$ cat src/rtl/spi_lcd_monitor.sv
// Passive observer of the 4-wire LCD SPI bus: deserialises words, assembles RAMWR pixels, keeps stats and error flags.
// Latency: word_valid/pixel_valid appear SYNC_STAGES+2 clk cycles after the raw sampling edge of a word's last bit.
// Backpressure: none; the monitor never stalls the bus and every output is a pulse or a level.
module spi_lcd_monitor #(
    parameter int unsigned          WORD_BITS   = 8,
    parameter int unsigned          SAMPLE_EDGE = 0,
    parameter int unsigned          SYNC_STAGES = 2,
    parameter int unsigned          PIXEL_WORDS = 2,
    parameter logic [WORD_BITS-1:0] RAMWR_CMD   = 8'h2C,
    parameter int unsigned          CNT_W       = 24
) (
    input  logic                             clk,
    input  logic                             reset,
    input  logic                             lcd_resetn,
    input  logic                             lcd_clk,
    input  logic                             lcd_cs,
    input  logic                             lcd_rs,
    input  logic                             lcd_data,
    input  logic                             clear,
    output logic                             word_valid,
    output logic [WORD_BITS-1:0]             word_data,
    output logic                             word_is_data,
    output logic                             pixel_valid,
    output logic [WORD_BITS*PIXEL_WORDS-1:0] pixel_data,
    output logic                             in_ramwr,
    output logic [CNT_W-1:0]                 cmd_count,
    output logic [CNT_W-1:0]                 data_count,
    output logic [CNT_W-1:0]                 pixel_count,
    output logic                             err_frame,
    output logic                             err_pixel
);

    localparam int unsigned PW    = WORD_BITS * PIXEL_WORDS;
    localparam int unsigned BCW   = (WORD_BITS > 1) ? $clog2(WORD_BITS) : 1;
    localparam int unsigned PCW   = (PIXEL_WORDS > 1) ? $clog2(PIXEL_WORDS) : 1;
    localparam int unsigned LAST  = SYNC_STAGES - 1;
    localparam logic [BCW-1:0] BIT_LAST = BCW'(WORD_BITS - 1);
    localparam logic [PCW-1:0] PIX_LAST = PCW'(PIXEL_WORDS - 1);

    typedef enum logic {
        S_IDLE   = 1'b0,
        S_STREAM = 1'b1
    } state_t;

    // Bus synchronizers plus one extra flop on clk and cs for edge detection
    logic [SYNC_STAGES-1:0] sclk_q, scs_q, srs_q, sdat_q, srstn_q;
    logic                   clk_prev_q, cs_prev_q;

    // Registered sample / cs-rise events
    logic ev_q, ev_dat_q, ev_rs_q, cs_rise_q;
    logic ev_d, cs_rise_d;

    logic [WORD_BITS-1:0] shift_q, shift_d;
    logic [BCW-1:0]       bit_cnt_q, bit_cnt_d;
    logic                 word_valid_q, word_valid_d;
    logic [WORD_BITS-1:0] word_data_q, word_data_d;
    logic                 word_is_data_q, word_is_data_d;
    state_t               state_q, state_d;
    logic [PCW-1:0]       pix_cnt_q, pix_cnt_d;
    logic [PW-1:0]        acc_q, acc_d;
    logic                 pixel_valid_q, pixel_valid_d;
    logic [PW-1:0]        pixel_data_q, pixel_data_d;
    logic [CNT_W-1:0]     cmd_cnt_q, cmd_cnt_d;
    logic [CNT_W-1:0]     data_cnt_q, data_cnt_d;
    logic [CNT_W-1:0]     pix_count_q, pix_count_d;
    logic                 err_frame_q, err_frame_d;
    logic                 err_pixel_q, err_pixel_d;

    logic                 clk_now, cs_now, panel_run, edge_sel;
    logic [WORD_BITS-1:0] word_nxt;
    logic [PW-1:0]        pix_nxt;
    logic                 word_done;

    assign clk_now   = sclk_q[LAST];
    assign cs_now    = scs_q[LAST];
    assign panel_run = srstn_q[LAST];
    assign edge_sel  = (SAMPLE_EDGE != 0) ? (~clk_now & clk_prev_q) : (clk_now & ~clk_prev_q);
    assign ev_d      = edge_sel & ~cs_now & panel_run;
    assign cs_rise_d = cs_now & ~cs_prev_q;

    always_comb begin
        shift_d        = shift_q;
        bit_cnt_d      = bit_cnt_q;
        word_valid_d   = 1'b0;
        word_data_d    = word_data_q;
        word_is_data_d = word_is_data_q;
        state_d        = state_q;
        pix_cnt_d      = pix_cnt_q;
        acc_d          = acc_q;
        pixel_valid_d  = 1'b0;
        pixel_data_d   = pixel_data_q;
        cmd_cnt_d      = cmd_cnt_q;
        data_cnt_d     = data_cnt_q;
        pix_count_d    = pix_count_q;
        err_frame_d    = err_frame_q;
        err_pixel_d    = err_pixel_q;
        word_nxt       = {shift_q[WORD_BITS-2:0], ev_dat_q};
        pix_nxt        = PW'({acc_q, word_nxt});
        word_done      = 1'b0;

        // Panel in reset wins; a cs release outranks a coincident sample
        if (!panel_run) begin
            bit_cnt_d = '0;
            pix_cnt_d = '0;
            state_d   = S_IDLE;
        end else if (cs_rise_q) begin
            if (bit_cnt_q != '0) begin
                err_frame_d = 1'b1;
            end
            bit_cnt_d = '0;
        end else if (ev_q) begin
            shift_d = word_nxt;
            if (bit_cnt_q == BIT_LAST) begin
                word_done = 1'b1;
                bit_cnt_d = '0;
            end else begin
                bit_cnt_d = bit_cnt_q + 1'b1;
            end
        end

        if (word_done) begin
            word_valid_d   = 1'b1;
            word_data_d    = word_nxt;
            word_is_data_d = ev_rs_q;
            if (ev_rs_q) begin
                if (!(&data_cnt_q)) begin
                    data_cnt_d = data_cnt_q + 1'b1;
                end
                if (state_q == S_STREAM) begin
                    acc_d = pix_nxt;
                    if (pix_cnt_q == PIX_LAST) begin
                        pixel_valid_d = 1'b1;
                        pixel_data_d  = pix_nxt;
                        pix_cnt_d     = '0;
                        if (!(&pix_count_q)) begin
                            pix_count_d = pix_count_q + 1'b1;
                        end
                    end else begin
                        pix_cnt_d = pix_cnt_q + 1'b1;
                    end
                end
            end else begin
                if (!(&cmd_cnt_q)) begin
                    cmd_cnt_d = cmd_cnt_q + 1'b1;
                end
                if ((state_q == S_STREAM) && (pix_cnt_q != '0)) begin
                    err_pixel_d = 1'b1;
                end
                pix_cnt_d = '0;
                state_d   = (word_nxt == RAMWR_CMD) ? S_STREAM : S_IDLE;
            end
        end

        if (clear) begin
            cmd_cnt_d   = '0;
            data_cnt_d  = '0;
            pix_count_d = '0;
            err_frame_d = 1'b0;
            err_pixel_d = 1'b0;
        end
    end

    always_ff @(posedge clk) begin
        if (reset) begin
            sclk_q         <= '0;
            scs_q          <= '0;
            srs_q          <= '0;
            sdat_q         <= '0;
            srstn_q        <= '0;
            clk_prev_q     <= 1'b0;
            cs_prev_q      <= 1'b0;
            ev_q           <= 1'b0;
            ev_dat_q       <= 1'b0;
            ev_rs_q        <= 1'b0;
            cs_rise_q      <= 1'b0;
            shift_q        <= '0;
            bit_cnt_q      <= '0;
            word_valid_q   <= 1'b0;
            word_data_q    <= '0;
            word_is_data_q <= 1'b0;
            state_q        <= S_IDLE;
            pix_cnt_q      <= '0;
            acc_q          <= '0;
            pixel_valid_q  <= 1'b0;
            pixel_data_q   <= '0;
            cmd_cnt_q      <= '0;
            data_cnt_q     <= '0;
            pix_count_q    <= '0;
            err_frame_q    <= 1'b0;
            err_pixel_q    <= 1'b0;
        end else begin
            sclk_q         <= {sclk_q[SYNC_STAGES-2:0], lcd_clk};
            scs_q          <= {scs_q[SYNC_STAGES-2:0], lcd_cs};
            srs_q          <= {srs_q[SYNC_STAGES-2:0], lcd_rs};
            sdat_q         <= {sdat_q[SYNC_STAGES-2:0], lcd_data};
            srstn_q        <= {srstn_q[SYNC_STAGES-2:0], lcd_resetn};
            clk_prev_q     <= clk_now;
            cs_prev_q      <= cs_now;
            ev_q           <= ev_d;
            ev_dat_q       <= sdat_q[LAST];
            ev_rs_q        <= srs_q[LAST];
            cs_rise_q      <= cs_rise_d;
            shift_q        <= shift_d;
            bit_cnt_q      <= bit_cnt_d;
            word_valid_q   <= word_valid_d;
            word_data_q    <= word_data_d;
            word_is_data_q <= word_is_data_d;
            state_q        <= state_d;
            pix_cnt_q      <= pix_cnt_d;
            acc_q          <= acc_d;
            pixel_valid_q  <= pixel_valid_d;
            pixel_data_q   <= pixel_data_d;
            cmd_cnt_q      <= cmd_cnt_d;
            data_cnt_q     <= data_cnt_d;
            pix_count_q    <= pix_count_d;
            err_frame_q    <= err_frame_d;
            err_pixel_q    <= err_pixel_d;
        end
    end

    assign word_valid   = word_valid_q;
    assign word_data    = word_data_q;
    assign word_is_data = word_is_data_q;
    assign pixel_valid  = pixel_valid_q;
    assign pixel_data   = pixel_data_q;
    assign in_ramwr     = (state_q == S_STREAM);
    assign cmd_count    = cmd_cnt_q;
    assign data_count   = data_cnt_q;
    assign pixel_count  = pix_count_q;
    assign err_frame    = err_frame_q;
    assign err_pixel    = err_pixel_q;

endmodule
$ cat config.mk
export PLATFORM = sky130hd
export DESIGN_NAME = spi_lcd_monitor
export DESIGN_NICKNAME = d
export VERILOG_FILES = /design/src/rtl/spi_lcd_monitor.sv
export SDC_FILE = /design/constraint.sdc
export NUM_CORES = 1
export LEC_CHECK = 0
export CAP_MARGIN = 20
export CORE_AREA = 2 2 137 139
export CTS_BUF_LIST = sky130_fd_sc_hd__clkbuf_8
export CTS_CLUSTER_SIZE = 16
export DETAILED_ROUTE_END_ITERATION = 7
export DIE_AREA = 0 0 139 141
export PLACE_DENSITY = 0.6
export SETUP_SLACK_MARGIN = 0.3
export SYNTH_ARGS = -nofsm -noshare
export SYNTH_HDL_FRONTEND = slang
export SYNTH_SLANG_ARGS = --single-unit
$ cat constraint.sdc
create_clock -name clk -period 2.75 [get_ports clk]
set_clock_uncertainty 0.15 [all_clocks]
set_input_delay 0.55 -clock clk [delete_from_list [all_inputs] [get_ports clk]]
set_output_delay 0.55 -clock clk [all_outputs]
set_load 0.02 [all_outputs]
==> flow_summary.yaml <==
worst_hold_path:
  holdCritStartpoint: "cs_prev_q$_SDFF_PP0_"
  hold_class: "reg2reg"
synth:
  seq_area_frac_synth_pct: 46.6
  yosysWarnings: 0
  synthXorXnorAreaFrac_pct: 5.06
  yosys.area_share.adder_pct: 1.28
  synthFlopType: "dfxtp_1"
  synth_compound_area_share_pct: 12.5
  ys_types: 50
  yosys.area.top_type: "dfxtp_1"
  synth-edff-count: 0
  avgSynthCellArea_um2: 8.55
  muxShareOfSynthArea_pct: 3.23
  synth_nets: 702
  syn_inst: 688
  postSynth.asyncResetShare_pct: 0
  synth_area_um2: 5880
  synth_top_area_share_pct: 46.6
  synth_top_family_by_area: "simple AND/OR/NAND/NOR gates"
  ys_seq_elements: 137
  synth-simple-area-share_pct: 28.4
  synth_area_leaders: "dfxtp_1 (47%), a21oi_1 (5.6%), nand2_1 (5.2%), nor2_1 (4.8%), mux2i_1 (3.2%)"
sta:
  slew_viol_final: 0
  fin_setup_tns_ps: 0
  slew_headroom_pct: 56.3
  post-route-min-period_ps: 2430
  worst_pin_slew_ps: 656
  fmax_ghz: 0.412
  rsz0062_at_grt: "true"
  setup_violations: 0
  post-route-period-util_pct: 88.3
  hold_viol_final: 0
routing:
  wirelength_um: 15700
  viasPerCell: 5.08
  vias: 5353
  drc: 0
  firstDrtPassIters: 5
  drt_iter0_drc: 341
  wl_per_cell_um: 14.9
  drtAntennaViolNets: 0
layout:
  diodes: 0
  seq_area_um2: 2750
  finalNetCount: 822
  fill_cells: 1868
  area_delta_synth_final_pct: 32.9
  finish.instance_area_um2: 7820
  multi_input_area_um2: 3060
  final_common_cell: "dfxtp_1"
  drive_above_1_share_pct: 10.5
  final_cell_mix: "dfxtp_1 (133), clkdlybuf4s50_1 (108), nand2_1 (82)"
cts:
  h-tree-depth: 4
  path_clk_slew_ps: 80
  clock-root-buffer: "clkbuf_8"
  cts_buffers: 17
  cts_sinks: 137
  clockBufferDepth: 2
  cts_tree: "yes"
  ctsHoldBuffers: 0
  clk_latency_ps: 460
grt:
  grt_max_degree: 62
  grt_use_total_pct: 16.1
  grt_pass1_vias: 4842
  antenna_found_initial: 0
  grt_first_pass_wirelength_um: 25500
  grt_overflow_total: 0
flow_run:
  max_cap_viol_count: 0
floorplan:
  dieWidth_um: 139
  fp-row-count: 50
  initial_utilization_pct: 32.2
  io_pins: 110
  die_h_um: 141
  dieArea_um2: 19600
  core_um2: 18300
critical_path:
  rr_worst_depth: 7
  worst-endpoint-required_ps: 2990
  critPathBufInv: 0
  r2r-start: "bit_cnt_q[1]$_SDFFE_PP0P_"
  rr_endpoint: "data_count[15]$_SDFFE_PP0P_"
  crit_end: "data_count[15]$_SDFFE_PP0P_"
  critical_path.max_fanout: 8
  crit_chain: "ha_4 -> ha_4 -> nand4b_4 -> or4_4 -> a211o_4 -> or4_4 -> a21oi_2"
  critPathLaunchType: "flop"
  critical_path_class: "reg2reg"
  worst-path-stages: 7
  crit_path_top_delay_cell: "or4_4"
  path_delay_family: "simple AND/OR/NAND/NOR gates"
  endpoint_kind: "flop"
  rrSetupSlack_ps: 320
  cpPeakStageDelay_ps: 530
  startpoint: "bit_cnt_q[1]$_SDFFE_PP0P_"
  cp.arrival_ps: 2670
placement:
  hpwl_um: 11000
  place_area_um2: 7320
  port_buffers: 109
  gp_congestion: 0.795
pwr:
  leakagePower_nw: 2.58
  power.density_nw_per_um2: 480
  max-vdd-ir-drop_mv: 0.294
outcome:
  outcome: "finished, final reports clean"
-- flip-flops by register name, indices dropped and copies added (netlist names), 3 cells and up --
name and cells:
cmd_count 24, data_count 24, pixel_count 24, pixel_data 16, acc_q 8, word_data 8, shift_q 7, bit_cnt_q 3
-- cell type report --
| type | instances | area share (%) |
|---|---|---|
| Clock buffer | 17 | 2.99 |
| Tap cell | 234 | 3.75 |
| Sequential cell | 137 | 35.2 |
| Clock inverter | 14 | 2.05 |
| Inverter | 10 | 0.480 |
| Timing Repair Buffer | 135 | 16.4 |
| Multi-Input combinational cell | 507 | 39.1 |
-- cells by family (layout without fill, tap and decap cells) --
kind of cell	after synthesis	after routing
flip-flops	137	137
multiplexers	19	19
AND/OR/NAND/NOR	324	324
AO/OA/AOI/OAI	124	124
adder cells (fa/ha/maj)	6	6
buffers and inverters	44	176
XOR/XNOR	34	34
-- stage by stage --
stage               utilization, %  worst slack [ps]  hold WS (ps)  std cells  total power [mW]
finish                        42.8               321           241       1054              3.75
global route                  42.8               237           243       1054              3.91
CTS                           42.5               296           229       1053              3.81
detailed placement            40.0              65.3           231       1022              2.11
global placement              40.0               162           222       1022              2.11
floorplan                        -               302           217        688              2.08
-- per-layer routing --
layer / GRT usage (%) / part of all wire, %
met4: 4.89 / 1.1
met2: 25.2 / 46
met5: 0 / 0
met3: 4.59 / 4.3
met1: 21.6 / 48
-- power by group --
part	leakage (nW)	switching, mW	internal (mW)
Combinational	1.28	0.0443	0.0229
Clock	0.199	0.866	0.825
Sequential	1.11	0.00337	1.99
Total	2.58	0.913	2.84
-- cells in the mapped netlist (15+ instances only) --
cell type / n
dfxtp_1: 137
nand2_1: 82
nor2_1: 75
a21oi_1: 66
nand4_1: 30
clkbuf_1: 28
nand3_1: 27
or3_1: 22
xnor2_1: 21
o21ai_0: 20
mux2i_1: 19
nor2b_1: 15
-- how the worst min path moves through the flow --
| stage | endpoint | slack [ps] | cells past startpoint |
|---|---|---|---|
| finish | cs_rise_q$_SDFF_PP0_ | 240 | 1 |
| global route | data_count[14]$_SDFFE_PP0P_ | 240 | 3 |
| CTS | data_count[21]$_SDFFE_PP0P_ | 230 | 3 |
| detailed placement | cs_rise_q$_SDFF_PP0_ | 230 | 1 |
| global placement | cs_rise_q$_SDFF_PP0_ | 220 | 1 |
| floorplan | cs_rise_q$_SDFF_PP0_ | 220 | 1 |
-- repair_timing --
action | CTS | global route
setup endpoints to repair | 26 | 35
setup buffers | 0 | 1
pin swaps | 1 | 4
resized for setup | 8 | 13
No activity file was read; power rests on OpenSTA's default activity.
